===== config.mk =====
export PLATFORM = sky130hd
export DESIGN_NAME = pgr_uart2apb_burst
export DESIGN_NICKNAME = d
export VERILOG_FILES = /design/src/rtl/pgr_uart2apb_pkg.sv /design/src/rtl/pgr_u2a_apb_xfer.sv /design/src/rtl/pgr_uart2apb_burst.sv
export SDC_FILE = /design/constraint.sdc
export NUM_CORES = 1
export LEC_CHECK = 0
export ABC_CLOCK_PERIOD_IN_PS = 1900
export BUFFER_PORTS_ARGS = -buffer_cell sky130_fd_sc_hd__buf_2
export CORE_MARGIN = 3
export CORE_UTILIZATION = 49
export CTS_BUF_LIST = sky130_fd_sc_hd__clkbuf_4 sky130_fd_sc_hd__clkbuf_8
export CTS_CLUSTER_DIAMETER = 50
export DETAILED_ROUTE_END_ITERATION = 10
export PLACE_DENSITY = 0.75
export SKIP_LAST_GASP = 1
export SYNTH_ARGS = -nofsm -noshare
export SYNTH_HDL_FRONTEND = slang
export SYNTH_SLANG_ARGS = --single-unit
export TNS_END_PERCENT = 1

===== constraint.sdc =====
create_clock -name i_clk -period 1.9 [get_ports i_clk]
set_clock_uncertainty 0.1 [all_clocks]
set_input_delay 0.095 -clock i_clk [delete_from_list [all_inputs] [get_ports i_clk]]
set_output_delay 0.095 -clock i_clk [all_outputs]
set_load 0.005 [all_outputs]

===== src/rtl/pgr_uart2apb_pkg.sv =====
// Shared types and constants for the UART-to-APB burst bridge.
package pgr_uart2apb_pkg;

    typedef enum logic [2:0] {
        ST_IDLE,
        ST_ADDR,
        ST_WDATA,
        ST_SETUP,
        ST_ACCESS,
        ST_RDATA_TX,
        ST_DRAIN,
        ST_STATUS
    } state_t;

    localparam logic [7:0] STS_OK      = 8'h00;
    localparam logic [7:0] STS_SLVERR  = 8'h01;
    localparam logic [7:0] STS_TIMEOUT = 8'h02;
    localparam logic [7:0] STS_BADCMD  = 8'h03;

    localparam int CMD_WE_BIT  = 7;
    localparam int CMD_RSV_LSB = 4;
    localparam int CMD_RSV_W   = 3;
    localparam int CMD_LEN_LSB = 0;
    localparam int CMD_LEN_W   = 4;

endpackage


===== src/rtl/pgr_u2a_apb_xfer.sv =====
// APB phase driver: decodes select, counts ACCESS cycles for timeout and
// captures read data into a byte-shift register for the serialiser.
module pgr_u2a_apb_xfer
    import pgr_uart2apb_pkg::*;
#(
    parameter int AW      = 16,
    parameter int DW      = 32,
    parameter int NSEL    = 4,
    parameter int TIMEOUT = 255
) (
    input  logic              i_clk,
    input  logic              i_rst,
    input  logic              i_setup,
    input  logic              i_access,
    input  logic              i_we,
    input  logic [AW-1:0]     i_addr,
    input  logic [DW-1:0]     i_wdata,
    input  logic              i_shift,
    input  logic              i_p_ready,
    input  logic [DW-1:0]     i_p_rdata,
    input  logic              i_p_slverr,
    output logic [NSEL-1:0]   o_p_sel,
    output logic [AW-1:0]     o_p_addr,
    output logic [DW-1:0]     o_p_wdata,
    output logic [DW/8-1:0]   o_p_strb,
    output logic              o_p_enable,
    output logic              o_p_we,
    output logic              o_done,
    output logic [7:0]        o_status,
    output logic [7:0]        o_rdata_byte
);
    localparam int SW = (NSEL > 1) ? $clog2(NSEL) : 1;
    localparam int CW = $clog2(TIMEOUT + 1);

    logic [CW-1:0] acc_cnt_q;
    logic [DW-1:0] rdata_q;
    logic [SW-1:0] sel_idx;
    logic          active;
    logic          timeout_hit;

    assign active      = i_setup | i_access;
    assign sel_idx     = (NSEL > 1) ? i_addr[AW-1 -: SW] : '0;
    assign o_p_sel     = active ? (NSEL'(1) << sel_idx) : '0;
    assign o_p_addr    = active ? i_addr : '0;
    assign o_p_wdata   = active ? i_wdata : '0;
    assign o_p_strb    = active ? '1 : '0;
    assign o_p_we      = active & i_we;
    assign o_p_enable  = i_access;

    assign timeout_hit = i_access & ~i_p_ready & (acc_cnt_q == CW'(TIMEOUT - 1));
    assign o_done      = i_access & (i_p_ready | timeout_hit);
    assign o_status    = i_p_ready ? (i_p_slverr ? STS_SLVERR : STS_OK) : STS_TIMEOUT;
    assign o_rdata_byte = rdata_q[DW-1 -: 8];

    always_ff @(posedge i_clk) begin
        if (i_rst || !i_access) begin
            acc_cnt_q <= '0;
        end else begin
            acc_cnt_q <= acc_cnt_q + 1'b1;
        end
    end

    // A failed word is replaced by zeros so the read response keeps its length.
    always_ff @(posedge i_clk) begin
        if (i_rst) begin
            rdata_q <= '0;
        end else if (i_access && i_p_ready) begin
            rdata_q <= i_p_slverr ? '0 : i_p_rdata;
        end else if (timeout_hit) begin
            rdata_q <= '0;
        end else if (i_shift) begin
            rdata_q <= rdata_q << 8;
        end
    end

endmodule


===== src/rtl/pgr_uart2apb_burst.sv =====
// UART byte-stream to APB bridge: parses command frames, runs burst transfers
// through pgr_u2a_apb_xfer and serialises read data followed by a status byte.
module pgr_uart2apb_burst
    import pgr_uart2apb_pkg::*;
#(
    parameter int AW      = 16,
    parameter int DW      = 32,
    parameter int NSEL    = 4,
    parameter int TIMEOUT = 255,
    parameter int RX_GAP  = 50000
) (
    input  logic              i_clk,
    input  logic              i_rst,
    input  logic [7:0]        i_rx_data,
    input  logic              i_rx_vld,
    output logic              o_rx_rdy,
    output logic [7:0]        o_tx_data,
    output logic              o_tx_vld,
    input  logic              i_tx_rdy,
    output logic [NSEL-1:0]   o_p_sel,
    output logic [AW-1:0]     o_p_addr,
    output logic [DW-1:0]     o_p_wdata,
    output logic [DW/8-1:0]   o_p_strb,
    output logic              o_p_enable,
    output logic              o_p_we,
    input  logic              i_p_ready,
    input  logic [DW-1:0]     i_p_rdata,
    input  logic              i_p_slverr,
    output logic              o_busy,
    output logic              o_frame_abort,
    output state_t            o_dbg_state
);
    localparam int NB = DW / 8;
    localparam int NA = AW / 8;
    localparam int GW = $clog2(RX_GAP + 1);

    state_t                 state_q, state_d;
    logic                   we_q, we_d;
    logic [CMD_LEN_W-1:0]   len_q, len_d;
    logic [CMD_LEN_W-1:0]   widx_q, widx_d;
    logic [2:0]             bcnt_q, bcnt_d;
    logic [AW-1:0]          addr_q, addr_d;
    logic [DW-1:0]          wdata_q, wdata_d;
    logic [7:0]             status_q, status_d;
    logic [GW-1:0]          gap_q, gap_d;
    logic                   abort_q, abort_d;
    logic                   rx_acc, tx_acc, last_word, in_rx_state, shift;
    logic                   xfer_done;
    logic [7:0]             xfer_sts, rdata_byte;

    assign in_rx_state   = (state_q inside {ST_ADDR, ST_WDATA, ST_DRAIN});
    assign o_rx_rdy      = ~i_rst & (in_rx_state | (state_q == ST_IDLE));
    assign o_tx_vld      = ~i_rst & (state_q inside {ST_RDATA_TX, ST_STATUS});
    assign o_tx_data     = !o_tx_vld ? 8'h00 : ((state_q == ST_STATUS) ? status_q : rdata_byte);
    assign o_busy        = ~i_rst & (state_q != ST_IDLE);
    assign o_frame_abort = ~i_rst & abort_q;
    assign o_dbg_state   = i_rst ? ST_IDLE : state_q;
    assign rx_acc        = o_rx_rdy & i_rx_vld;
    assign tx_acc        = o_tx_vld & i_tx_rdy;
    assign last_word     = (widx_q == len_q);

    pgr_u2a_apb_xfer #(.AW(AW), .DW(DW), .NSEL(NSEL), .TIMEOUT(TIMEOUT)) u_xfer (
        .i_clk        (i_clk),
        .i_rst        (i_rst),
        .i_setup      (~i_rst & (state_q == ST_SETUP)),
        .i_access     (~i_rst & (state_q == ST_ACCESS)),
        .i_we         (we_q),
        .i_addr       (addr_q),
        .i_wdata      (wdata_q),
        .i_shift      (shift),
        .i_p_ready    (i_p_ready),
        .i_p_rdata    (i_p_rdata),
        .i_p_slverr   (i_p_slverr),
        .o_p_sel      (o_p_sel),
        .o_p_addr     (o_p_addr),
        .o_p_wdata    (o_p_wdata),
        .o_p_strb     (o_p_strb),
        .o_p_enable   (o_p_enable),
        .o_p_we       (o_p_we),
        .o_done       (xfer_done),
        .o_status     (xfer_sts),
        .o_rdata_byte (rdata_byte)
    );

    always_comb begin
        state_d  = state_q;
        we_d     = we_q;
        len_d    = len_q;
        widx_d   = widx_q;
        bcnt_d   = bcnt_q;
        addr_d   = addr_q;
        wdata_d  = wdata_q;
        status_d = status_q;
        gap_d    = gap_q;
        abort_d  = 1'b0;
        shift    = 1'b0;
        case (state_q)
            ST_IDLE: if (rx_acc) begin
                we_d     = i_rx_data[CMD_WE_BIT];
                len_d    = i_rx_data[CMD_LEN_LSB +: CMD_LEN_W];
                widx_d   = '0;
                bcnt_d   = '0;
                addr_d   = '0;
                status_d = STS_OK;
                if (i_rx_data[CMD_RSV_LSB +: CMD_RSV_W] != '0) begin
                    status_d = STS_BADCMD;
                    state_d  = ST_STATUS;
                end else begin
                    state_d  = ST_ADDR;
                end
            end
            ST_ADDR: if (rx_acc) begin
                addr_d = (addr_q << 8) | AW'(i_rx_data);
                bcnt_d = bcnt_q + 1'b1;
                if (bcnt_q == 3'(NA - 1)) begin
                    bcnt_d  = '0;
                    state_d = we_q ? ST_WDATA : ST_SETUP;
                end
            end
            ST_WDATA: if (rx_acc) begin
                wdata_d = (wdata_q << 8) | DW'(i_rx_data);
                bcnt_d  = bcnt_q + 1'b1;
                if (bcnt_q == 3'(NB - 1)) begin
                    bcnt_d  = '0;
                    state_d = ST_SETUP;
                end
            end
            ST_SETUP: state_d = ST_ACCESS;
            ST_ACCESS: if (xfer_done) begin
                addr_d   = addr_q + AW'(NB);
                status_d = xfer_sts;
                if (!we_q) begin
                    state_d = ST_RDATA_TX;
                end else if (last_word) begin
                    state_d = ST_STATUS;
                end else begin
                    widx_d  = widx_q + 1'b1;
                    state_d = (xfer_sts == STS_OK) ? ST_WDATA : ST_DRAIN;
                end
            end
            // After an error the capture register is zero, so the remaining words go out as 0x00.
            ST_RDATA_TX: if (tx_acc) begin
                shift  = 1'b1;
                bcnt_d = bcnt_q + 1'b1;
                if (bcnt_q == 3'(NB - 1)) begin
                    bcnt_d = '0;
                    if (last_word) begin
                        state_d = ST_STATUS;
                    end else begin
                        widx_d  = widx_q + 1'b1;
                        state_d = (status_q == STS_OK) ? ST_SETUP : ST_RDATA_TX;
                    end
                end
            end
            ST_DRAIN: if (rx_acc) begin
                bcnt_d = bcnt_q + 1'b1;
                if (bcnt_q == 3'(NB - 1)) begin
                    bcnt_d = '0;
                    if (last_word) begin
                        state_d = ST_STATUS;
                    end else begin
                        widx_d = widx_q + 1'b1;
                    end
                end
            end
            ST_STATUS: if (tx_acc) state_d = ST_IDLE;
            default: state_d = ST_IDLE;
        endcase
        // Inter-byte gap watchdog; holds its value outside the byte-receiving states.
        if (in_rx_state) begin
            if (rx_acc) begin
                gap_d = '0;
            end else if (gap_q == GW'(RX_GAP - 1)) begin
                gap_d   = '0;
                abort_d = 1'b1;
                state_d = ST_IDLE;
            end else begin
                gap_d = gap_q + 1'b1;
            end
        end
    end

    always_ff @(posedge i_clk) begin
        if (i_rst) begin
            state_q  <= ST_IDLE;
            we_q     <= 1'b0;
            len_q    <= '0;
            widx_q   <= '0;
            bcnt_q   <= '0;
            addr_q   <= '0;
            wdata_q  <= '0;
            status_q <= '0;
            gap_q    <= '0;
            abort_q  <= 1'b0;
        end else begin
            state_q  <= state_d;
            we_q     <= we_d;
            len_q    <= len_d;
            widx_q   <= widx_d;
            bcnt_q   <= bcnt_d;
            addr_q   <= addr_d;
            wdata_q  <= wdata_d;
            status_q <= status_d;
            gap_q    <= gap_d;
            abort_q  <= abort_d;
        end
    end

endmodule


## After elaboration in Yosys (flattened, before gate mapping)

Cells that the tools add are included.

- Bits in registers: 128
- Output and inout port bits: 73

- Add/subtract/negate cells: 5
- Equal/unequal tests: 19
- Shifts and indexed selects: 1
- Mux-type cells: 64
- Bitwise logic cells: 20
- Reduce and logical (&&, ||, !) cells: 23

Operator list:

| cell | number |
|---|---|
| 32-bit two-way mux | 5 |
| 16-bit two-way mux | 6 |
| 3-bit two-way mux | 28 |
| 16-bit case mux with 3 select lines | 1 |
| 8-bit two-way mux | 5 |
| 4-bit two-way mux | 9 |
| 32-bit by 8-bit bitwise OR with 32-bit output | 1 |
| 3-bit case mux with 8 select lines | 1 |
| 16-bit by 1-bit adder with 16-bit output, second input constant | 1 |
| 16-bit by 3-bit adder with 16-bit output, second input constant | 1 |
| 16-bit == test, second input constant | 1 |
| 8-bit logical NOT | 2 |
| 16-bit by 8-bit bitwise OR with 16-bit output | 1 |
| 4-bit case mux with 4 select lines | 1 |
| 8-bit case mux with 2 select lines | 1 |
| 3-bit nonzero test | 5 |
| 1-bit AND | 12 |
| 3-bit == test, second input constant | 4 |
| 3-bit case mux with 4 select lines | 1 |
| 2-bit != test, second input constant | 5 |
| 3-bit by 2-bit == test with 1-bit output, second input constant | 3 |
| 8-bit by 1-bit adder with 8-bit output, second input constant | 1 |
| 8-bit == test, second input constant | 1 |
| 4-bit nonzero test | 2 |
| 22 further kinds | 34 |

## Longest topological paths before layout

- Depth after elaboration: 11
- Depth in mapped cells: 8
- Depth with buffers taken out: 7

## Hierarchy

Synthesis repeated with hierarchy kept, for this count alone.

- Cell total of the unflattened synthesis: 929
- Area total of the unflattened synthesis: 7183.1 µm²

By module, submodules not included:

| module | times used | cells an instance | area an instance (µm²) |
|---|---|---|---|
| pgr_uart2apb_burst | 1 | 592 | 4564.4 |
| pgr_u2a_apb_xfer | 1 | 337 | 2618.8 |

## Worst setup path before layout

Ideal clock, no wire load.

- Path type: reg-to-reg
- Start point: reg bcnt_q[0]
- End point: reg widx_q[2]
- Setup time: 0.087 ns
- Arrival: 1.692 ns
- Slack: 0.021 ns
- Stages on the path, launching flop included: 7
- Period minus slack after synthesis: 1.879 ns
- Cells stage by stage: dfxtp_1 -> ha_1 -> ha_1 -> nand4_2 -> o221a_1 -> or3_4 -> o31ai_1

- Cells in the longest elaborated chain, start to end: 4
- Elaborated cells on any way between the ends: 5
- Those cells by class: eq/ne: 1; mux: 4

RTL lines:

| item | RTL line | text |
|---|---|---|
| from (decl) | pgr_uart2apb_burst.sv:41 | `logic [2:0] bcnt_q, bcnt_d;` |
| from (signal assigned) | pgr_uart2apb_burst.sv:200 | `bcnt_q <= bcnt_d;` |
| 3-bit by 2-bit == test with 1-bit output * | pgr_uart2apb_burst.sv:145, pgr_uart2apb_burst.sv:157 |  |
| 4-bit two-way mux * | - |  |
| 4-bit two-way mux (on tied branches) | - |  |
| 4-bit case mux with 4 select lines * | - |  |
| to (signal assigned) | pgr_uart2apb_burst.sv:199 | `widx_q <= widx_d;` |
| to (decl) | pgr_uart2apb_burst.sv:40 | `logic [CMD_LEN_W-1:0] widx_q, widx_d;` |

Mark *: on every way between the ends. The rest lies on a longest branch, timed or not. The select of a mux whose other input is x is not followed.
A chain may end at the register's enable or synchronous reset.

## Worst setup path after layout

- Start point: reg state_q[1]
- End point: out o_p_sel[1]

- Cells in the longest elaborated chain, start to end: 4
- Elaborated cells on any way between the ends: 6
- Those cells by class: eq/ne: 2; mux: 1; bitwise: 3

RTL lines:

| item | RTL line | text |
|---|---|---|
| from (decl) | pgr_uart2apb_burst.sv:37 | `state_t state_q, state_d;` |
| from (signal assigned) | pgr_uart2apb_burst.sv:196 | `state_q <= state_d;` |
| 3-bit by 2-bit == test with 1-bit output / 3-bit == test (equally long branches) | pgr_uart2apb_burst.sv:65, pgr_uart2apb_burst.sv:66 |  |
| 1-bit AND (on tied branches) | pgr_uart2apb_burst.sv:65, pgr_uart2apb_burst.sv:66 |  |
| 1-bit bitwise OR * | pgr_u2a_apb_xfer.sv:41 | `assign active = i_setup \| i_access;` |
| 4-bit two-way mux * | pgr_u2a_apb_xfer.sv:43 | `assign o_p_sel = active ? (NSEL'(1) << sel_idx) : '0;` |
| to (decl) | pgr_uart2apb_burst.sv:20 | `output logic [NSEL-1:0] o_p_sel,` |

Mark *: on every way between the ends. The rest lies on a longest branch, timed or not.

==> flow_summary.ini <==
[outcome]
outcome = finished, violations left
violations = negative setup slack

[yosys]
synth-seq-cells = 122
synth_largest_area_cell = dfxtp_1
netlist_instances = 758
avgSynthCellArea_um2 = 8.03
synthTopCellsByArea = dfxtp_1, nand2_1, and2_1
synth_edf_count = 0
synth_area_um2 = 6090
synth_top_area_share_pct = 40.1
synth.net_count = 813
synth_cell_type_count = 69
yosysWarnings = 0
ys_async_sr_fraction_pct = 0
synthFlopType = dfxtp_1
ys_seq_area_share_pct = 40.1

[clocking]
htreeDepth = 4
ctsRootBufferMaster = clkbuf_8
numCtsBuffers = 17
clk_pin_slew_ns = 0.07
cts_tree = built
clock_path_buffers = 2
worstSkewPairLatency_ns = 0.46
cts.sinks = 122

[worst_setup_path]
criticalPathCategory = flop to output port
crit_required_ns = 1.70
crit_path_top_delay_cell = or3b_4
worst_setup_path_end_kind = output port
slowest_delay_ns = 0.42
arrival_ns = 2.07
startpoint_type = flop
cp_cell_sequence = or3b_4 -> a21oi_4 -> buf_12 -> and2_4 -> nor2b_1 -> buf_2
critPathMaxFanout = 6

[final_layout]
instances_no_fill = 1142
fin_area_um2 = 8280
n_antenna_cell = 0
syn_to_final_growth_pct = 36.0
nets = 1017
regArea_um2 = 2450
multi_input_area_um2 = 3360
n_fill_cell = 960
drive_gt1_share_pct = 26.3

[timing]
period_share_pct = 119
drv_slew = 0
min_period_ns = 2.27
max_freq_ghz = 0.441
final.setup.worst_slack_ns = -0.368
hold_violations = 0
setup-tns-final_ns = -18.13
grt_setup_unrepaired = yes
finalSetupViolCount = 64
maxSlewHeadroom_pct = 63.9
tightest_slew_ns = 0.541

[run]
drv_cap = 0

[die]
core-area_um2 = 12100
initial_core_util_pct = 50.5
io_pins = 119
die_y_um = 117
die-area_um2 = 13800
die_width_um = 117
rows = 40

[route]
first_iter_violations = 690
vias = 6240
avgViaCountPerCell = 5.46
ant_nets = 0
first_pass_iters = 6
routed_wl_um = 17600
drc = 0
routedWlPerCell_um = 15.4

[pwr]
fin_total_pwr_w = 0.00742
p_leak_nw = 3.47
power_density_nw_per_um2 = 896
irDropWorstVdd_mv = 0.529

[placement]
dp_hpwl_um = 10900
placed_area_um2 = 7230
gp_congestion = 0.961
numPortBuffers = 118
dp_cells = 1055

[min_path]
hp-class = input pin to flop

[grt]
grt_usage_pct = 25.6
grt_pass1_wl_um = 29200
grt_overflow = 0
grt_pass1_vias = 6099
antenna_found_initial = 0
grt_max_degree = 52
[what timing repair did]
action                     4_1_cts  5_1_grt
buffers inserted                 8        1
hold endpoints to repair        61        0
hold buffers                    46        0
gates cloned                     3        0
gates resized for setup         15        8
pin swaps                        2        2
setup endpoints to repair       61       96
[where the power goes]
part	switching [W]	internal [W]	total (W)
Combinational	0.00111	0.000950	0.00206
Sequential	0.000136	0.00274	0.00287
Clock	0.00106	0.00143	0.00249
[critical path, delay by kind of cell, from the launching register on]
family,cells,cell delay [ns]
AOI/OAI and AO/OA,1,0.30
DFF,1,0.37
buffers and inverters,2,0.28
and+or+nand+nor,3,0.66
[state kept, by name (all words and copies together) (netlist names), 2 cells and up]
name	count
status_q	2
bcnt_q	3
gap_q	16
wdata_q	32
len_q	4
state_q	3
addr_q	16
u_xfer.acc_cnt_q	8
widx_q	4
u_xfer.rdata_q	32
[routing by layer]
| metal | vias to the layer above | track usage, % | part of all wire, % |
|---|---|---|---|
| met1 | 2887 | 30.7 | 42 |
| li1 | 3063 | - | - |
| met3 | 56 | 6.97 | 6.7 |
| met2 | 234 | 43.1 | 49 |
| met5 | - | 0 | 0 |
| met4 | 0 | 11.1 | 2.8 |
[placed cells by master, fill, tap and decap left out, drive strengths merged, types with 18 or more instances in the layout]
cell type and instances:
buf 192, dfxtp 122, nand2 112, nor2 85, and2 59, a21oi 54
dlygate4sd3 46, nor3 29, o21ai 26, a221oi 23, clkbuf 21, inv 18
[area by class of cell]
type                       count  area share, %
clock inverter                10           1.69
multi-input combinational    565           40.6
clock buffer                  21           3.49
inverter                      18          0.861
sequential                   122           29.6
timing repair buffer         238           21.2
tap                          168           2.54
[per-stage QoR]
step	util, %	hold WS (ns)	setup slack [ns]
6_report	68.7	0.0186	-0.368
5_1_grt	68.7	0.0388	-0.420
4_1_cts	68.7	0.00260	-0.339
3_5_place_dp	60.0	0.248	-0.0333
3_3_place_gp	60.0	0.240	0.0107
2_1_floorplan	-	0.131	0.0211
[cell families after synthesis]
group,after synthesis,synth area share (%)
and+or+nand+nor,356,29.0
AOI/OAI and AO/OA,163,18.3
DFF,122,40.1
buffers and inverters,71,5.18
xor gates and xnor gates,28,4.03
muxes,9,1.48
adders and majority gates,9,1.85
[final timing paths]
| check | start | endpoint | slack, ns | cells past startpoint |
|---|---|---|---|---|
| worst max register to register | bcnt_q[0]$_SDFFE_PP0P_ | widx_q[2]$_SDFFE_PP0P_ | -0.06 | 6 |
| worst min-delay path | i_rst | state_q[0]$_SDFF_PP0_ | 0.02 | 3 |
| worst max-delay path | state_q[1]$_SDFF_PP0_ | o_p_sel[1] | -0.37 | 6 |
| worst min register to register | wdata_q[31]$_SDFFE_PP0P_ | wdata_q[31]$_SDFFE_PP0P_ | 0.35 | 2 |
[Yosys cell counts, drive strengths merged, types with 6 or more instances]
cell type,instances
a211oi,14
nor2,85
mux2i,9
xnor2,14
a22oi,10
and2,59
clkbuf,26
inv,18
xor2,14
a221oi,23
ha,9
dfxtp,122
buf,27
nand3,14
o32ai,6
a21oi,54
nand4,10
nor2b,6
or3,7
nor3,29
nand2,112
o21ai,26
and3,8
Note: power is estimated with default switching activity, not from simulation.
